[src/rtl/seg7_pkg.sv]
// Shared definitions for the 7-segment display path: segment patterns,
// segment indices and the scan-reader FSM state type.
package seg7_pkg;

  // Segment bit positions inside a pattern (active-low, 0 = lit).
  localparam int SEG_A = 0;
  localparam int SEG_B = 1;
  localparam int SEG_C = 2;
  localparam int SEG_D = 3;
  localparam int SEG_E = 4;
  localparam int SEG_F = 5;
  localparam int SEG_G = 6;

  // Patterns written MSB-first, so bit 6 (g) is the leftmost digit.
  localparam logic [6:0] SEG_0 = 7'b1000000;
  localparam logic [6:0] SEG_1 = 7'b1111001;
  localparam logic [6:0] SEG_2 = 7'b0100100;
  localparam logic [6:0] SEG_3 = 7'b0110000;
  localparam logic [6:0] SEG_4 = 7'b0011001;
  localparam logic [6:0] SEG_5 = 7'b0010010;
  localparam logic [6:0] SEG_6 = 7'b0000010;
  localparam logic [6:0] SEG_7 = 7'b1111000;
  localparam logic [6:0] SEG_8 = 7'b0000000;
  localparam logic [6:0] SEG_9 = 7'b0011000;

  localparam logic [3:0] SEG_ERR_CODE = 4'hF;

  typedef enum logic {
    COLETA,
    OFERTA
  } state_t;

endpackage

[src/rtl/seg7_pattern_decode.sv]
// Combinational decode of an active-low segment pattern back to its BCD
// value; unknown patterns decode to SEG_ERR_CODE with err set.
module seg7_pattern_decode
  import seg7_pkg::*;
(
  input  logic [6:0] pattern,
  output logic [3:0] value,
  output logic       err
);

  always_comb begin
    // NOTE: every output gets a default before the case so no path leaves
    // it unassigned, which would otherwise infer a latch.
    value = SEG_ERR_CODE;
    err   = 1'b1;
    case (pattern)
      SEG_0: begin value = 4'd0; err = 1'b0; end
      SEG_1: begin value = 4'd1; err = 1'b0; end
      SEG_2: begin value = 4'd2; err = 1'b0; end
      SEG_3: begin value = 4'd3; err = 1'b0; end
      SEG_4: begin value = 4'd4; err = 1'b0; end
      SEG_5: begin value = 4'd5; err = 1'b0; end
      SEG_6: begin value = 4'd6; err = 1'b0; end
      SEG_7: begin value = 4'd7; err = 1'b0; end
      SEG_8: begin value = 4'd8; err = 1'b0; end
      SEG_9: begin value = 4'd9; err = 1'b0; end
      default: ;
    endcase
  end

endmodule

[src/rtl/seg7_scan_reader.sv]
// Watches the multiplexed 7-segment pins, captures each digit once its
// pattern is stable, and offers completed frames on a valid/ready port.
module seg7_scan_reader
  import seg7_pkg::*;
#(
  parameter int NUM_DIGITS    = 4,
  parameter int STABLE_CYCLES = 3,
  parameter int CNT_W         = 2
) (
  input  logic                    clock,
  input  logic                    reset,
  input  logic [6:0]              seg_in,
  input  logic [NUM_DIGITS-1:0]   an_in,
  output logic                    frame_valid,
  input  logic                    frame_ready,
  output logic [4*NUM_DIGITS-1:0] digits,
  output logic [NUM_DIGITS-1:0]   digit_err,
  output logic                    overrun
);

  localparam int SW = NUM_DIGITS + 7;
  localparam logic [CNT_W-1:0] STABLE = CNT_W'(STABLE_CYCLES);

  logic [SW-1:0]           s_q;
  logic [SW-1:0]           s_prev;
  logic [CNT_W-1:0]        cnt;
  logic [CNT_W-1:0]        cnt_next;
  logic [NUM_DIGITS-1:0]   mask;
  logic [NUM_DIGITS-1:0]   mask_hit;
  logic [4*NUM_DIGITS-1:0] wk_val;
  logic [4*NUM_DIGITS-1:0] wk_val_next;
  logic [NUM_DIGITS-1:0]   wk_err;
  logic [NUM_DIGITS-1:0]   wk_err_next;
  logic [NUM_DIGITS-1:0]   an_low;
  logic [3:0]              dec_val;
  logic                    dec_err;
  logic                    same;
  logic                    one_hot;
  logic                    capture;
  logic                    frame_done;
  state_t                  state;

  seg7_pattern_decode u_decode (
    .pattern (s_q[6:0]),
    .value   (dec_val),
    .err     (dec_err)
  );

  assign same     = (s_q == s_prev);
  assign cnt_next = !same ? CNT_W'(1) : ((cnt == STABLE) ? cnt : cnt + CNT_W'(1));
  assign an_low   = ~s_q[SW-1:7];
  assign one_hot  = (an_low != '0) && ((an_low & (an_low - NUM_DIGITS'(1))) == '0);

  // A capture fires only on the cycle the count reaches STABLE; a changed
  // sample that reloads 1 also counts when STABLE_CYCLES is 1.
  assign capture = one_hot && (cnt_next == STABLE) && ((cnt != STABLE) || !same);

  always_comb begin
    wk_val_next = wk_val;
    wk_err_next = wk_err;
    mask_hit    = mask;
    if (capture) begin
      for (int k = 0; k < NUM_DIGITS; k++) begin
        if (an_low[k]) begin
          wk_val_next[4*k +: 4] = dec_val;
          wk_err_next[k]        = dec_err;
          mask_hit[k]           = 1'b1;
        end
      end
    end
  end

  assign frame_done = capture && (&mask_hit);

  always_ff @(posedge clock) begin
    // NOTE: reset is synchronous and clears the working slots too, so a frame
    // interrupted by reset can never leak stale digits into the next one.
    if (reset) begin
      s_q         <= '0;
      s_prev      <= '0;
      cnt         <= '0;
      mask        <= '0;
      wk_val      <= '0;
      wk_err      <= '0;
      state       <= COLETA;
      frame_valid <= 1'b0;
      digits      <= '0;
      digit_err   <= '0;
      overrun     <= 1'b0;
    end else begin
      // NOTE: all state updates use non-blocking assignments so every register
      // sees the pre-edge values of the others, independent of statement order.
      s_q     <= {an_in, seg_in};
      s_prev  <= s_q;
      cnt     <= cnt_next;
      wk_val  <= wk_val_next;
      wk_err  <= wk_err_next;
      mask    <= frame_done ? '0 : mask_hit;
      overrun <= 1'b0;
      case (state)
        COLETA: begin
          if (frame_done) begin
            digits      <= wk_val_next;
            digit_err   <= wk_err_next;
            frame_valid <= 1'b1;
            state       <= OFERTA;
          end
        end
        OFERTA: begin
          if (frame_done && frame_ready) begin
            digits    <= wk_val_next;
            digit_err <= wk_err_next;
          end else if (frame_done) begin
            overrun <= 1'b1;
          end else if (frame_ready) begin
            frame_valid <= 1'b0;
            state       <= COLETA;
          end
        end
        default: state <= COLETA;
      endcase
    end
  end

endmodule

[config.mk]
export PLATFORM = sky130hd
export DESIGN_NAME = seg7_scan_reader
export DESIGN_NICKNAME = d
export VERILOG_FILES = /design/src/rtl/seg7_pkg.sv /design/src/rtl/seg7_pattern_decode.sv /design/src/rtl/seg7_scan_reader.sv
export SDC_FILE = /design/constraint.sdc
export NUM_CORES = 1
export LEC_CHECK = 0
export CORE_ASPECT_RATIO = 1.2
export CORE_MARGIN = 5
export CORE_UTILIZATION = 55
export DETAILED_ROUTE_END_ITERATION = 16
export PLACE_DENSITY = 0.86
export SLEW_MARGIN = 20
export SYNTH_ARGS = -nofsm -noshare
export SYNTH_HDL_FRONTEND = slang
export SYNTH_SLANG_ARGS = --single-unit
[constraint.sdc]
create_clock -name clock -period 3.1 [get_ports clock]
set_input_delay 0.62 -clock clock [delete_from_list [all_inputs] [get_ports clock]]
set_output_delay 0.62 -clock clock [all_outputs]
set_load 0.005 [all_outputs]
==> results of run 1 <==
==> power by group through the flow <==
stage                     Combinational [W]  Sequential, W  Clock, W
after floorplan                    0.000101       0.000955         0
after global placement             0.000110       0.000973         0
after detailed placement           0.000112       0.000974         0
after CTS                          0.000113       0.000953  0.000857
after global routing               0.000124       0.000956  0.000898
final                              0.000113       0.000953  0.000843
==> cells in the mapped netlist, types with 2 or more instances <==
master / number
nand4_1: 5
and3_1: 5
and2_1: 2
a21oi_1: 16
o311ai_0: 2
nor3b_1: 3
o2111ai_1: 2
nor2_1: 39
o211ai_1: 4
nand2_1: 15
nor4_4: 2
buf_4: 2
nor2b_1: 25
and3b_1: 2
a211oi_1: 9
dfxtp_1: 71
buf_6: 5
o21ai_0: 6
xor2_1: 10
nor4_1: 2
nand3_1: 8
and4b_1: 3
buf_2: 4
nand4b_1: 2
clkbuf_1: 14
inv_1: 7
a211oi_2: 5
nor3_1: 18
o31ai_1: 2
nand2b_1: 10
mux2i_1: 4
==> area by class of cell <==
| cell class | instances | area share (%) |
|---|---|---|
| Clock buffer | 10 | 3.82 |
| Clock inverter | 6 | 2.57 |
| Multi-Input combinational cell | 225 | 41.3 |
| Sequential cell | 71 | 39.4 |
| Tap cell | 62 | 2.15 |
| Inverter | 7 | 0.729 |
| Timing Repair Buffer | 37 | 10.0 |
==> path summary, 6_finish.rpt <==
| kind | slack [ps] | cells after the start | startpoint | to |
|---|---|---|---|---|
| setup reg to reg | 500 | 6 | s_q[8] | digit_err[0] |
| hold reg to reg | 450 | 2 | digits[14] | digits[14] |
| setup / recovery | 500 | 6 | s_q[8] | digit_err[0] |
| hold / removal | 450 | 2 | digits[14] | digits[14] |
==> layer usage <==
metal	vias to the layer above	track usage, %
met5	-	0
met4	0	10.9
met3	14	3.73
met2	65	30.5
met1	1116	22.8
li1	1189	-
==> registers in the layout, indices dropped and copies added, names as in the netlist <==
register	cells
state	1
wk_err	4
s_q	11
s_prev	11
wk_val	16
digits	16
digit_err	4
frame_valid	1
cnt	2
mask	4
overrun	1
==> critical path, delay by kind of cell, from the launching register on <==
family | cells | cell delay [ps]
AO/OA/AOI/OAI | 1 | 120
AND/OR/NAND/NOR | 3 | 1260
multiplexers | 1 | 350
flip-flops | 1 | 560
XOR/XNOR | 1 | 170
==> per-stage QoR <==
stage               setup slack [ps]  total power (W)
finish                           501          0.00191
global route                     261          0.00198
CTS                              533          0.00192
detailed placement               518          0.00109
global placement                 640          0.00108
floorplan                       1030          0.00106
==> logic make-up (layout without fill, tap and decap cells) <==
kind of cell / Yosys count / in the layout
compound gates: 56 / 56
mux: 4 / 4
flops: 71 / 71
xor+xnor: 13 / 13
simple gates: 152 / 152
buf+inv: 32 / 60
==> metrics.txt, run 1 <==
status=finished, final reports clean; endpoints failing hold=0; buffers added on ports=35; Wirelength per Cell=roughly 15 um; top_reg_cell synth=dfxtp_1; drt drc=0; via count=2384; minimum clock period=2600 ps; Total GRT Usage=about a fifth; mux cell area share after synthesis=around 1.3%; Synth Register Bits=71; worst vdd ir=0.347 mV; number of nets still failing antenna checks after routing=0; initial antenna violation count=0; final setup fails=0; Core ar.=~5400 um^2; Final Cell Area=approximately 3600 um^2; Worst-path clk slew=about 80 ps; die width=78.3 um; sequential cell area=1420 um^2; Yosys cell types=55; Pwr Density=around 530 nW/um^2; Mapped Area=between 3000 and 4000 um^2; met3 wire len=269 um; crit share post-route=83.8%; Combinational Power Share=between 5 and 6%; layout cells sized above 1=about a tenth; Ant. Diodes=0; Layout Skew=around 7.3 ps; Synth Area in XOR/XNOR=under 10%; top cells by area, synth=dfxtp_1, nor2b_1, nor2_1; Post-synth ARST share=0%; CTS resizes=0; setup TNS=0 ps; initial core utilization=57.3%; H-tree levels=3; Post-CTS Hold Fix Bufs=0; grt total ovfl=0; hold_ws=~450 ps; Placer Congestion=0.938; fmax=about 380 MHz; Post-Synth Adder-Cell Area=0%; Avg Cell Area, Syn=~9.4 um^2; area delta synth->final=17.0%; slowest stage cell, crit path=dfxtp_1; Net Switching=between 0.0004 and 0.0005 W; Synth Area in Compound Gates=approximately 14%; commonest non-fill, non-tap cells in the layout=dfxtp_1, nor2_1, clkdlybuf4s50_1; die area=around 7200 um^2; most common cell after layout, fill and taps aside=dfxtp_1; Mapped Cells=approximately 330; Max clock buf depth=2; fin util=between 60% and 70%; post-synth top area share=46.2%; EDFF count, synth=0; met2 WL post-DR=3.24 mm; WP data required=between 3000 and 4000 ps; worst path cell trace=xor2_1, nor4_4, and4_1, and2_1, mux2i_1, a211oi_2; crit path DAT=2810 ps; top sig layer=met4; crit end category=register; IO Pins=36; Max FO, Critical Path=13; largest area contributor in the netlist=dfxtp_1; Worst-Margin Slew=721 ps; Post-Syn Nets=roughly 340; WS Path Type=reg2reg; Slew HR=between 50 and 60%; Rows=29; HP Class=reg2reg; RSZ-0062 raised after global routing=no; Worst path max stage delay=about 560 ps; HPWL after detailed placement=between 4 and 5 mm; Net Sw Frac=23.8%; wl on met1=about 2.6 mm; post-route non-filler standard cell count=about 420; DR vias/cell=between 5 and 6; clock share of power=between 40 and 50%; largest family of logic cells by synthesized area=simple AND/OR/NAND/NOR gates; Die H=between 90 and 100 um; DRT Pass-1 Iters=4; first-pass GRT wire length=10.6 mm; First DRT Iteration DRCs=around 300; # Max-Cap Violations=0; vias in the first global route=approximately 2200; sequential power share=49.9%; worst skew pair latency=about 350 ps; Leak=1.30 nW; crit start category=register; total clock sinks=71; placed cells=between 400 and 500; routed wire length=6.27 mm; nets@finish=approximately 370; Pins Over Slew Limit=0; multi-input logic area=about 1500 um^2; Post-CTS Setup Repair Bufs=0; CTS tree=built; sequential area share after synthesis=about 46%; clk root buf=clkbuf_8; dpl cell area=3370 um^2; filler instances=427; largest net degree at the start of global routing=73; internal power=0.00146 W; Synth warnings=0; post-synthesis simple-gate area fraction=about 29%; Num CTS Buffers=9
Power figures use the tool's default switching activity.
==> run 2, diff against run 1 <==
==> constraint.sdc (replaced) <==
create_clock -name clock -period 2.6 [get_ports clock]
set_input_delay 0.52 -clock clock [delete_from_list [all_inputs] [get_ports clock]]
set_output_delay 0.52 -clock clock [all_outputs]
set_load 0.005 [all_outputs]
==> run 2 against run 1 <==
Effect of this change: clock-buffer cell count is 1 lower; via count is 3.0% higher; wire length hardly changed; utilization is 1.3 points higher; combinational power is 37% higher; clock skew is 6.3 ps higher; critical path depth stayed put; critical path type unchanged; largest power group unchanged.
==> metrics.txt, run 2 (same netlist as run 1, synthesis figures left out) <==
Post-CTS Setup Repair Bufs=0; Pwr Density=between 500 and 600 nW/um^2; DRT Pass-1 Iters=5; buffers added on ports=35; status=finished, final reports clean; Max clock buf depth=2; most common cell after layout, fill and taps aside=dfxtp_1; number of nets still failing antenna checks after routing=0; Slew HR=between 50% and 60%; flop2flop setup slack=between 200 and 250 ps; routed wire length=~6.3 mm; hold_ws=roughly 450 ps; worst path cell trace=xor2_1, nor4b_4, nand4_1, nor2b_1, or3_1, a21oi_1; Worst path max stage delay=between 500 and 600 ps; slowest stage cell, crit path=dfxtp_1; Worst-Margin Slew=661 ps; Core ar.=roughly 5400 um^2; met3 Usage GRT=between 4 and 5%; HPWL after detailed placement=~4.5 mm; crit end category=register; Placer Congestion=approximately 0.9; Die H=roughly 90 um; Rows=29; grt total ovfl=0; Max FO, Critical Path=13; worst skew pair latency=360 ps; combined buffer and inverter count along the critical path=0; setup TNS=0 ps; Num CTS Buffers=9; CTS tree=built; final setup fails=0; drt drc=0; die width=just under 80 um; Critical Path Source=s_q[6]; Crit. path cell count=6; largest net degree at the start of global routing=38; First DRT Iteration DRCs=approximately 130; met1 Usage GRT=a little under a quarter; fmax=425 MHz; commonest non-fill, non-tap cells in the layout=dfxtp_1, nor2_1, clkdlybuf4s50_1; global route hottest layer=met2; H-tree levels=3; first-pass GRT wire length=around 11 mm; # Max-Cap Violations=0; fin util=between 60% and 70%; nets@finish=~370; via count=approximately 2500; HP Class=reg2reg; placed cells=around 410; Worst Setup EP=digits[14]; Pins Over Slew Limit=0; WS Path Type=reg2reg; IO Pins=36; crit share post-route=90.5%; Top delay family on crit path=simple AND/OR/NAND/NOR gates; clk root buf=clkbuf_8; Total GRT Usage=18.9%; post-route non-filler standard cell count=427; GRT met2 Usage=a little under a third; FF-to-FF End=digits[14]; r2r startpoint=s_q[6]; DR vias/cell=approximately 5.8; initial core utilization=between 50% and 60%; RSZ-0062 raised after global routing=no; crit start category=register; initial antenna violation count=0; Worst-path clk slew=~80 ps; Wirelength per Cell=approximately 15 um; worst vdd ir=~0.43 mV; Worst Hold Depth=2; Ant. Diodes=0; die area=slightly above 7000 um^2; Worst R2R Path Depth=6; Layout Skew=between 10 and 15 ps; total clock sinks=slightly above 70; layout cells sized above 1=12.6%; minimum clock period=2350 ps; Total Power=about 0.0022 W; WP data required=roughly 2900 ps; CTS resizes=0; crit path DAT=~2600 ps; area delta synth->final=19.2%; vias in the first global route=approximately 2300; Post-CTS Hold Fix Bufs=0; Largest regs=digits: 16 flops, wk_val: 16 flops; endpoints failing hold=0; Leak=between 1 and 1.5 nW
==> run 2: how the worst min path moves through the flow <==
| stage | startpoint | end | slack [ps] |
|---|---|---|---|
| after floorplan | mask[1] | mask[1] | 430 |
| after global placement | digits[14] | digits[14] | 440 |
| after detailed placement | digits[12] | digits[12] | 440 |
| after CTS | digits[12] | digits[12] | 450 |
| after global routing | digits[8] | digits[8] | 470 |
| final | digits[8] | digits[8] | 450 |
==> run 2: where the power goes <==
| part | internal [W] | total (W) | switching [W] |
|---|---|---|---|
| clock network | 0.000452 | 0.000888 | 0.000436 |
| registers | 0.00110 | 0.00113 | 0.0000280 |
| logic | 0.0000727 | 0.000155 | 0.0000819 |
| total | 0.00163 | 0.00217 | 0.000546 |
==> run 2: stage by stage <==
stage	worst slack (ps)	instance area, um^2
finish	248	3670
floorplan	526	3080
global placement	328	3470
detailed placement	272	3470
global route	40.8	3670
CTS	263	3670
==> run 2: area by class of cell <==
class / instances / area [um^2]
clock inverter: 7 / 81.3
timing repair buffer: 46 / 453
multi-input combinational: 225 / 1490
inverter: 7 / 26.3
fill: 425 / 1700
sequential: 71 / 1420
clock buffer: 9 / 124
tap: 62 / 77.6
==> run 2: routing by layer <==
| layer | part of all wire [%] | wire, um | vias up |
|---|---|---|---|
| met4 | 2.6 | 163 | 0 |
| met2 | 50 | 3120 | 73 |
| met1 | 43 | 2720 | 1149 |
| met3 | 4.3 | 271 | 17 |
| li1 | - | - | 1217 |
| met5 | 0 | 0 | - |
==> run 2: tightest hold or removal path, stage by stage (launching register included) <==
cell and delay [ps]:
dfxtp_1 310, nand2_1 50, a21oi_1 50
==> run 3, diff against run 2 <==
--- a/config.mk
+++ b/config.mk
@@ -8,6 +8,7 @@
 export CORE_ASPECT_RATIO = 1.2
 export CORE_MARGIN = 5
 export CORE_UTILIZATION = 55
+export CTS_CLUSTER_DIAMETER = 200
 export DETAILED_ROUTE_END_ITERATION = 16
 export PLACE_DENSITY = 0.86
 export SLEW_MARGIN = 20
==> constraint.sdc (replaced) <==
create_clock -name clock -period 2.6 [get_ports clock]
set_input_delay 0.52 -clock clock [delete_from_list [all_inputs] [get_ports clock]]
set_output_delay 0.52 -clock clock [all_outputs]
set_load 0.02 [all_outputs]
==> results of run 3 <==
The final DEF is identical to that of run 2. Status: finished, final reports clean.
